<file path="config.mk">
export PLATFORM = sky130hd
export DESIGN_NAME = aurora_multilane_pattern_gen
export DESIGN_NICKNAME = d
export VERILOG_FILES = /design/src/rtl/aurora_multilane_pattern_gen.sv
export SDC_FILE = /design/constraint.sdc
export NUM_CORES = 2
export LEC_CHECK = 0
export BUFFER_PORTS_ARGS = -buffer_cell sky130_fd_sc_hd__buf_2
export CAP_MARGIN = 20
export CELL_PAD_IN_SITES_DETAIL_PLACEMENT = 1
export CELL_PAD_IN_SITES_GLOBAL_PLACEMENT = 1
export CORE_MARGIN = 1.5
export CORE_UTILIZATION = 50
export CTS_BUF_LIST = sky130_fd_sc_hd__clkbuf_4 sky130_fd_sc_hd__clkbuf_8
export DETAILED_ROUTE_END_ITERATION = 10
export HOLD_SLACK_MARGIN = 0.05
export PLACE_DENSITY_LB_ADDON = 0.1
export SLEW_MARGIN = 10
export SYNTH_ARGS = -nofsm -noshare
export SYNTH_HDL_FRONTEND = slang
export SYNTH_SLANG_ARGS = --single-unit
</file>
<file path="constraint.sdc">
create_clock -name clk40 -period 4.64 [get_ports clk40]
set_input_delay 0.464 -clock clk40 [delete_from_list [all_inputs] [get_ports clk40]]
set_output_delay 0.464 -clock clk40 [all_outputs]
set_load 0.02 [all_outputs]
</file>
<file path="src/rtl/aurora_multilane_pattern_gen.sv">
// Multi-lane Aurora 64b/66b Tx test-pattern source: FIXED/COUNT/LANE_COUNT/PRBS31 payloads,
// per-lane mask and burst/gap framing, all lanes advancing in lock-step with the gearboxes.
module aurora_multilane_pattern_gen #(
    parameter int unsigned         NUM_LANES = 8,
    parameter int unsigned         DATA_W    = 64,
    parameter int unsigned         CNT_W     = 32,
    parameter logic [DATA_W-1:0]   IDLE_WORD = 64'h7800_0000_0000_0000
) (
    input  logic                          clk40,
    input  logic                          rst_n,
    input  logic                          en,
    input  logic [1:0]                    mode,
    input  logic [DATA_W-1:0]             fixed_data,
    input  logic [NUM_LANES-1:0]          lane_mask,
    input  logic [15:0]                   burst_len,
    input  logic [7:0]                    idle_len,
    input  logic [NUM_LANES-1:0]          gearbox_rdy,
    input  logic [NUM_LANES-1:0]          data_next,
    output logic [NUM_LANES*DATA_W-1:0]   data_out,
    output logic [2*NUM_LANES-1:0]        sync_out,
    output logic [CNT_W-1:0]              frame_count,
    output logic                          busy
);

    localparam logic [1:0] SyncData = 2'b01;
    localparam logic [1:0] SyncCtrl = 2'b10;

    typedef enum logic [1:0] {StIdle, StData, StGap} state_e;

    state_e                       state_q, state_d;
    logic [15:0]                  burst_cnt_q, burst_cnt_d, burst_len_q, burst_len_d;
    logic [7:0]                   gap_cnt_q, gap_cnt_d, idle_len_q, idle_len_d;
    logic [CNT_W-1:0]             cnt_q, cnt_d, frame_q, frame_d;
    logic [NUM_LANES*DATA_W-1:0]  data_q, data_d;
    logic [2*NUM_LANES-1:0]       sync_q, sync_d;
    logic [30:0]                  prbs_q [NUM_LANES];
    logic [30:0]                  prbs_d [NUM_LANES];
    logic [30:0]                  prbs_nxt [NUM_LANES];
    logic [DATA_W-1:0]            prbs_word [NUM_LANES];
    logic [DATA_W-1:0]            cnt_ext;
    logic                         adv, emit_data;
    logic [15:0]                  burst_eff, burst_nxt;
    logic [7:0]                   gap_nxt;

    assign adv     = (&gearbox_rdy) & (&data_next);
    assign cnt_ext = DATA_W'(cnt_q);

    // 64 LFSR steps per block, first generated bit lands in the payload MSB
    always_comb begin
        for (int k = 0; k < NUM_LANES; k++) begin
            prbs_nxt[k]  = prbs_q[k];
            prbs_word[k] = '0;
            for (int i = DATA_W - 1; i >= 0; i--) begin
                prbs_word[k][i] = prbs_nxt[k][30] ^ prbs_nxt[k][27];
                prbs_nxt[k]     = {prbs_nxt[k][29:0], prbs_word[k][i]};
            end
        end
    end

    always_comb begin
        state_d     = state_q;
        burst_cnt_d = burst_cnt_q;
        burst_len_d = burst_len_q;
        gap_cnt_d   = gap_cnt_q;
        idle_len_d  = idle_len_q;
        cnt_d       = cnt_q;
        frame_d     = frame_q;
        data_d      = data_q;
        sync_d      = sync_q;
        prbs_d      = prbs_q;
        emit_data   = 1'b0;
        burst_eff   = burst_len_q;
        burst_nxt   = burst_cnt_q + 16'd1;
        gap_nxt     = gap_cnt_q + 8'd1;

        if (!en) begin
            state_d     = StIdle;
            burst_cnt_d = '0;
            gap_cnt_d   = '0;
            cnt_d       = '0;
            data_d      = '0;
            sync_d      = '0;
            for (int k = 0; k < NUM_LANES; k++) prbs_d[k] = 31'(k + 1);
        end else if (adv) begin
            unique case (state_q)
                StIdle: begin
                    emit_data = 1'b1;
                    burst_eff = burst_len;
                    burst_nxt = 16'd1;
                    frame_d   = CNT_W'(1);
                end
                StData: begin
                    emit_data = 1'b1;
                    if (frame_q != '1) frame_d = frame_q + CNT_W'(1);
                end
                StGap: begin
                    data_d = {NUM_LANES{IDLE_WORD}};
                    sync_d = {NUM_LANES{SyncCtrl}};
                    if (gap_nxt == idle_len_q) begin
                        state_d     = StData;
                        gap_cnt_d   = '0;
                        burst_cnt_d = '0;
                        burst_len_d = burst_len;
                    end else begin
                        gap_cnt_d = gap_nxt;
                    end
                end
                default: ;
            endcase

            if (emit_data) begin
                cnt_d  = cnt_q + CNT_W'(1);
                prbs_d = prbs_nxt;
                for (int k = 0; k < NUM_LANES; k++) begin
                    if (lane_mask[k]) begin
                        sync_d[2*k +: 2] = SyncData;
                        case (mode)
                            2'd0:    data_d[k*DATA_W +: DATA_W] = fixed_data;
                            2'd1:    data_d[k*DATA_W +: DATA_W] = cnt_ext;
                            2'd2:    data_d[k*DATA_W +: DATA_W] = {8'(k), cnt_ext[DATA_W-9:0]};
                            default: data_d[k*DATA_W +: DATA_W] = prbs_word[k];
                        endcase
                    end else begin
                        sync_d[2*k +: 2]            = SyncCtrl;
                        data_d[k*DATA_W +: DATA_W]  = IDLE_WORD;
                    end
                end
                // burst length is only re-sampled where one burst ends and the next begins
                burst_len_d = burst_eff;
                if (burst_eff != 16'd0 && burst_nxt == burst_eff) begin
                    burst_cnt_d = '0;
                    if (idle_len != 8'd0) begin
                        state_d    = StGap;
                        idle_len_d = idle_len;
                        gap_cnt_d  = '0;
                    end else begin
                        state_d     = StData;
                        burst_len_d = burst_len;
                    end
                end else begin
                    burst_cnt_d = burst_nxt;
                    state_d     = StData;
                end
            end
        end
    end

    always_ff @(posedge clk40 or negedge rst_n) begin
        if (!rst_n) begin
            state_q     <= StIdle;
            burst_cnt_q <= '0;
            burst_len_q <= '0;
            gap_cnt_q   <= '0;
            idle_len_q  <= '0;
            cnt_q       <= '0;
            frame_q     <= '0;
            data_q      <= '0;
            sync_q      <= '0;
            for (int k = 0; k < NUM_LANES; k++) prbs_q[k] <= 31'(k + 1);
        end else begin
            state_q     <= state_d;
            burst_cnt_q <= burst_cnt_d;
            burst_len_q <= burst_len_d;
            gap_cnt_q   <= gap_cnt_d;
            idle_len_q  <= idle_len_d;
            cnt_q       <= cnt_d;
            frame_q     <= frame_d;
            data_q      <= data_d;
            sync_q      <= sync_d;
            prbs_q      <= prbs_d;
        end
    end

    assign data_out    = data_q;
    assign sync_out    = sync_q;
    assign frame_count = frame_q;
    assign busy        = (state_q != StIdle);

endmodule

</file>
==> qor.csv <==
stage,metric,value,unit
run_status,status,finished clean,
drt,Routed Antenna Nets,0,
floorplanning,Die Wd,298,um
drt,DRC,0,
yosys,register area share after synthesis,0.512,
cts,clk slew on worst S/H paths,60,ps
floorplanning,Site Rows,107,
finish,Fillers,9425,
yosys,Yosys top cell area share,0.504,
cts,CTS Sinks,890,
cts,# H-tree levels,4,
global_routing,largest net degree at the start of global routing,163,
timing,RSZ-0062 raised after global routing,no,
yosys,cell count after synthesis,4260,
critical_path,worst reg2reg startpoint,burst_cnt_q[3],
drt,router iterations before antenna repair,5,
timing,Worst Clk Skew,36.8,ps
yosys,ranking of synthesized cells by area,"dfrtp_1, xnor2_1, a2111oi_0, a21o_1, a22o_1",
floorplanning,I/O pins,678,
cts,clock root cell,clkbuf_8,
yosys,cell taking the most area after synthesis,dfrtp_1,
global_routing,total grt overflow,0,
floorplanning,initial core utilization,0.508,
yosys,synthesized area,43500,um^2
critical_path,Worst Path Required,5410,ps
finish,area delta synth->final,19.1,%
floorplanning,Die ar.,88800,um^2
power,worst vdd ir,0.000256,V
yosys,Post-synth ARST share,1.00,
hold_path,worst hold stages,4,
critical_path,Worst Setup Start Kind,register,
critical_path,kind of critical path,reg -> reg,
global_routing,initial antenna violation count,26,
floorplanning,core area,85700,um^2
global_routing,vias in the first global route,39500,
timing,Max Fclk,288,MHz
critical_path,r2r worst-path depth,8,
finish,ratio of cells with drive above 1 in the final layout,0.248,
run,max_cap viols,0,
cts,CTS Buf Count,155,
timing,hold slack,115,ps
drt,Vias,40000,
cts,Skew-Pair Late Insertion Delay,850,ps
timing,Slew @ Worst Pin,1420,ps
yosys,synth warn,0,
cts,CTS tree,done,
cts,post-CTS resize count,0,
power,Power Total,17.6,mW
drt,Wirelength per Cell,33.5,um
drt,Iteration-0 DRC Markers,4985,
power,leak pwr,25.6,nW
yosys,number of flops mapped to enable cells by yosys,0,
drt,Total Wirelength,202,mm
hold_path,min-delay src,fixed_data[19],
placement,dpl hpwl,139,mm
yosys,Cell variety after synth,70,
global_routing,overall routing resource usage,0.450,
drt,DR vias/cell,6.64,
placement,gpl congestion,0.993,
hold_path,worst min path class,in -> reg,
placement,PortBufs,677,
yosys,Main synth FF type,dfrtp_1,
critical_path,WP data arrival,4230,ps
cts,CTS Buffer Depth,3,
power,pwr/cell area,340,nW/um^2
floorplanning,DIE HEIGHT,298,um
critical_path,Worst R2R Setup Slack,1170,ps
timing,setup violators final,0,
timing,fin crit share,0.747,
cts,Setup Buffers After CTS,0,
global_routing,first-pass GRT wire length,289,mm
timing,Max Slew Vio Count,0,
hold_path,Hold EP,data_out[19],
yosys,post-synth net total,4385,
timing,Fin. Hold Viols,0,
finish,Final #Nets,4869,
timing,max_slew headroom,0.0513,
critical_path,crit end category,register,
timing,TNS Setup,0,ps
yosys,Syn Area/Cell,10.2,um^2
critical_path,reg2reg end,burst_len_q[14],
yosys,Seq cells post-synth,890,
critical_path,Worst Path Max Fanout,16,
timing,Final min period,3470,ps
[cell families (layout without fill, tap and decap cells)]
group           Yosys count  count (layout)  share of synthesized area
compound gates         1470            1470                      0.238
flops                   890             890                      0.512
simple gates            749             749                     0.0775
xor+xnor                593             593                      0.119
buf+inv                 537            1138                     0.0470
mux                      13              13                    0.00325
fa+ha+maj                 8               8                    0.00230
other cells               0              22                          0
[worst max-delay path, cell delays in order, from the launching register on]
cell     delay [ps]
dfrtp_1         480
nand4_1         410
or3_1           500
a221o_1         380
o32ai_2         310
and4b_4         330
nand3_4         100
o31ai_4         640
a22o_1          250
[cells in the final DEF, fill, tap and decap left out, types with 29 or more instances in the layout]
master         Yosys  routed
a2111oi_0        277     276
buf_4              0     110
nor2_1           130     128
clkbuf_4           0      53
dfrtp_1          877     877
dlygate4sd3_1      0      29
xnor2_1          504     504
xor2_1            89      89
a221oi_1          62      30
buf_2             10     676
a21o_1           284     284
a21oi_1          235     210
nand4_1           51      51
o21ai_0          332     332
nand2_1          406     403
clkbuf_8           0     198
or3_1             31      31
a22o_1           195     195
nand3_1           37      37
[layout make-up]
type | count | area (um^2) | share of cell area
clock buffer | 251 | 3120 | 0.0603
inverter | 21 | 78.8 | 0.00152
multi-input combinational | 2833 | 19600 | 0.379
sequential | 890 | 22300 | 0.430
timing repair buffer | 843 | 5020 | 0.0969
clock inverter | 23 | 190 | 0.00367
tap | 1144 | 1430 | 0.0276
antenna | 22 | 55.1 | 0.00106
[layer usage]
metal	global-route usage	routed length, um	part of all wire	vias up
met5	0	33	0.00016	-
met4	0.319	16300	0.081	6
met3	0.152	24200	0.12	629
met2	0.633	85200	0.42	2550
met1	0.580	76400	0.38	20600
li1	-	-	-	16300
[cell usage after synthesis (4+ instances only)]
master	number
buf_1	141
a22o_1	195
a22o_2	6
dfstp_2	13
clkbuf_1	363
a2111oi_0	277
nand2b_1	4
a21o_1	284
o211ai_1	18
mux2i_1	4
or3_1	31
mux2_2	9
nand4_1	51
o21bai_1	7
or4_1	5
a211o_1	4
a21oi_1	235
a211oi_1	9
nor2_1	130
buf_2	10
dfrtp_1	877
inv_1	20
o21ai_0	332
nand2_1	406
nand3_1	37
a221oi_1	62
and3_1	14
nor3_1	17
and2_1	9
xor2_1	89
o31ai_1	13
xnor2_1	504
nor2b_1	13
ha_1	8
nor4_1	12
[sequential cells by signal, indices dropped and copies added (netlist names)]
| name | flops |
|---|---|
| burst_cnt_q | 16 |
| burst_len_q | 16 |
| cnt_q | 32 |
| data_out | 512 |
| frame_count | 32 |
| gap_cnt_q | 8 |
| idle_len_q | 8 |
| prbs_q | 248 |
| state_q | 2 |
| sync_out | 16 |
[what timing repair did]
action	in CTS	in global routing
setup endpoints to repair	0	0
hold buffers	29	0
endpoints found under the hold margin	106	0
[where the power goes]
part | leakage, nW | switching (mW) | total, mW | internal, mW
clock | 1.75 | 3.48 | 7.83 | 4.35
combinational | 11.5 | 1.40 | 1.81 | 0.409
sequential | 12.3 | 0.0900 | 7.97 | 7.88
total | 25.6 | 4.97 | 17.6 | 12.6
[per-stage QoR]
| stage | cell area (um^2) | std cells | setup slack [ps] | util |
|---|---|---|---|---|
| after floorplan | 43500 | 4260 | 1810 | - |
| after global placement | 48000 | 5694 | 763 | 0.561 |
| after detailed placement | 48100 | 5700 | 1140 | 0.562 |
| after CTS | 51700 | 6003 | 1270 | 0.604 |
| after global routing | 51800 | 6015 | 1030 | 0.604 |
| final | 51800 | 6027 | 1170 | 0.605 |
[how the worst max path moves through the flow]
stage / startpoint / end / slack [ps] / cells past startpoint
floorplan: burst_cnt_q[0] / burst_len_q[10] / 1810 / 10
global placement: mode[1] / data_out[144] / 760 / 7
detailed placement: mode[1] / data_out[363] / 1140 / 8
CTS: burst_cnt_q[3] / burst_len_q[1] / 1270 / 8
global route: burst_cnt_q[3] / burst_len_q[14] / 1030 / 8
finish: burst_cnt_q[3] / burst_len_q[14] / 1170 / 8
No activity file was read; power rests on OpenSTA's default activity.
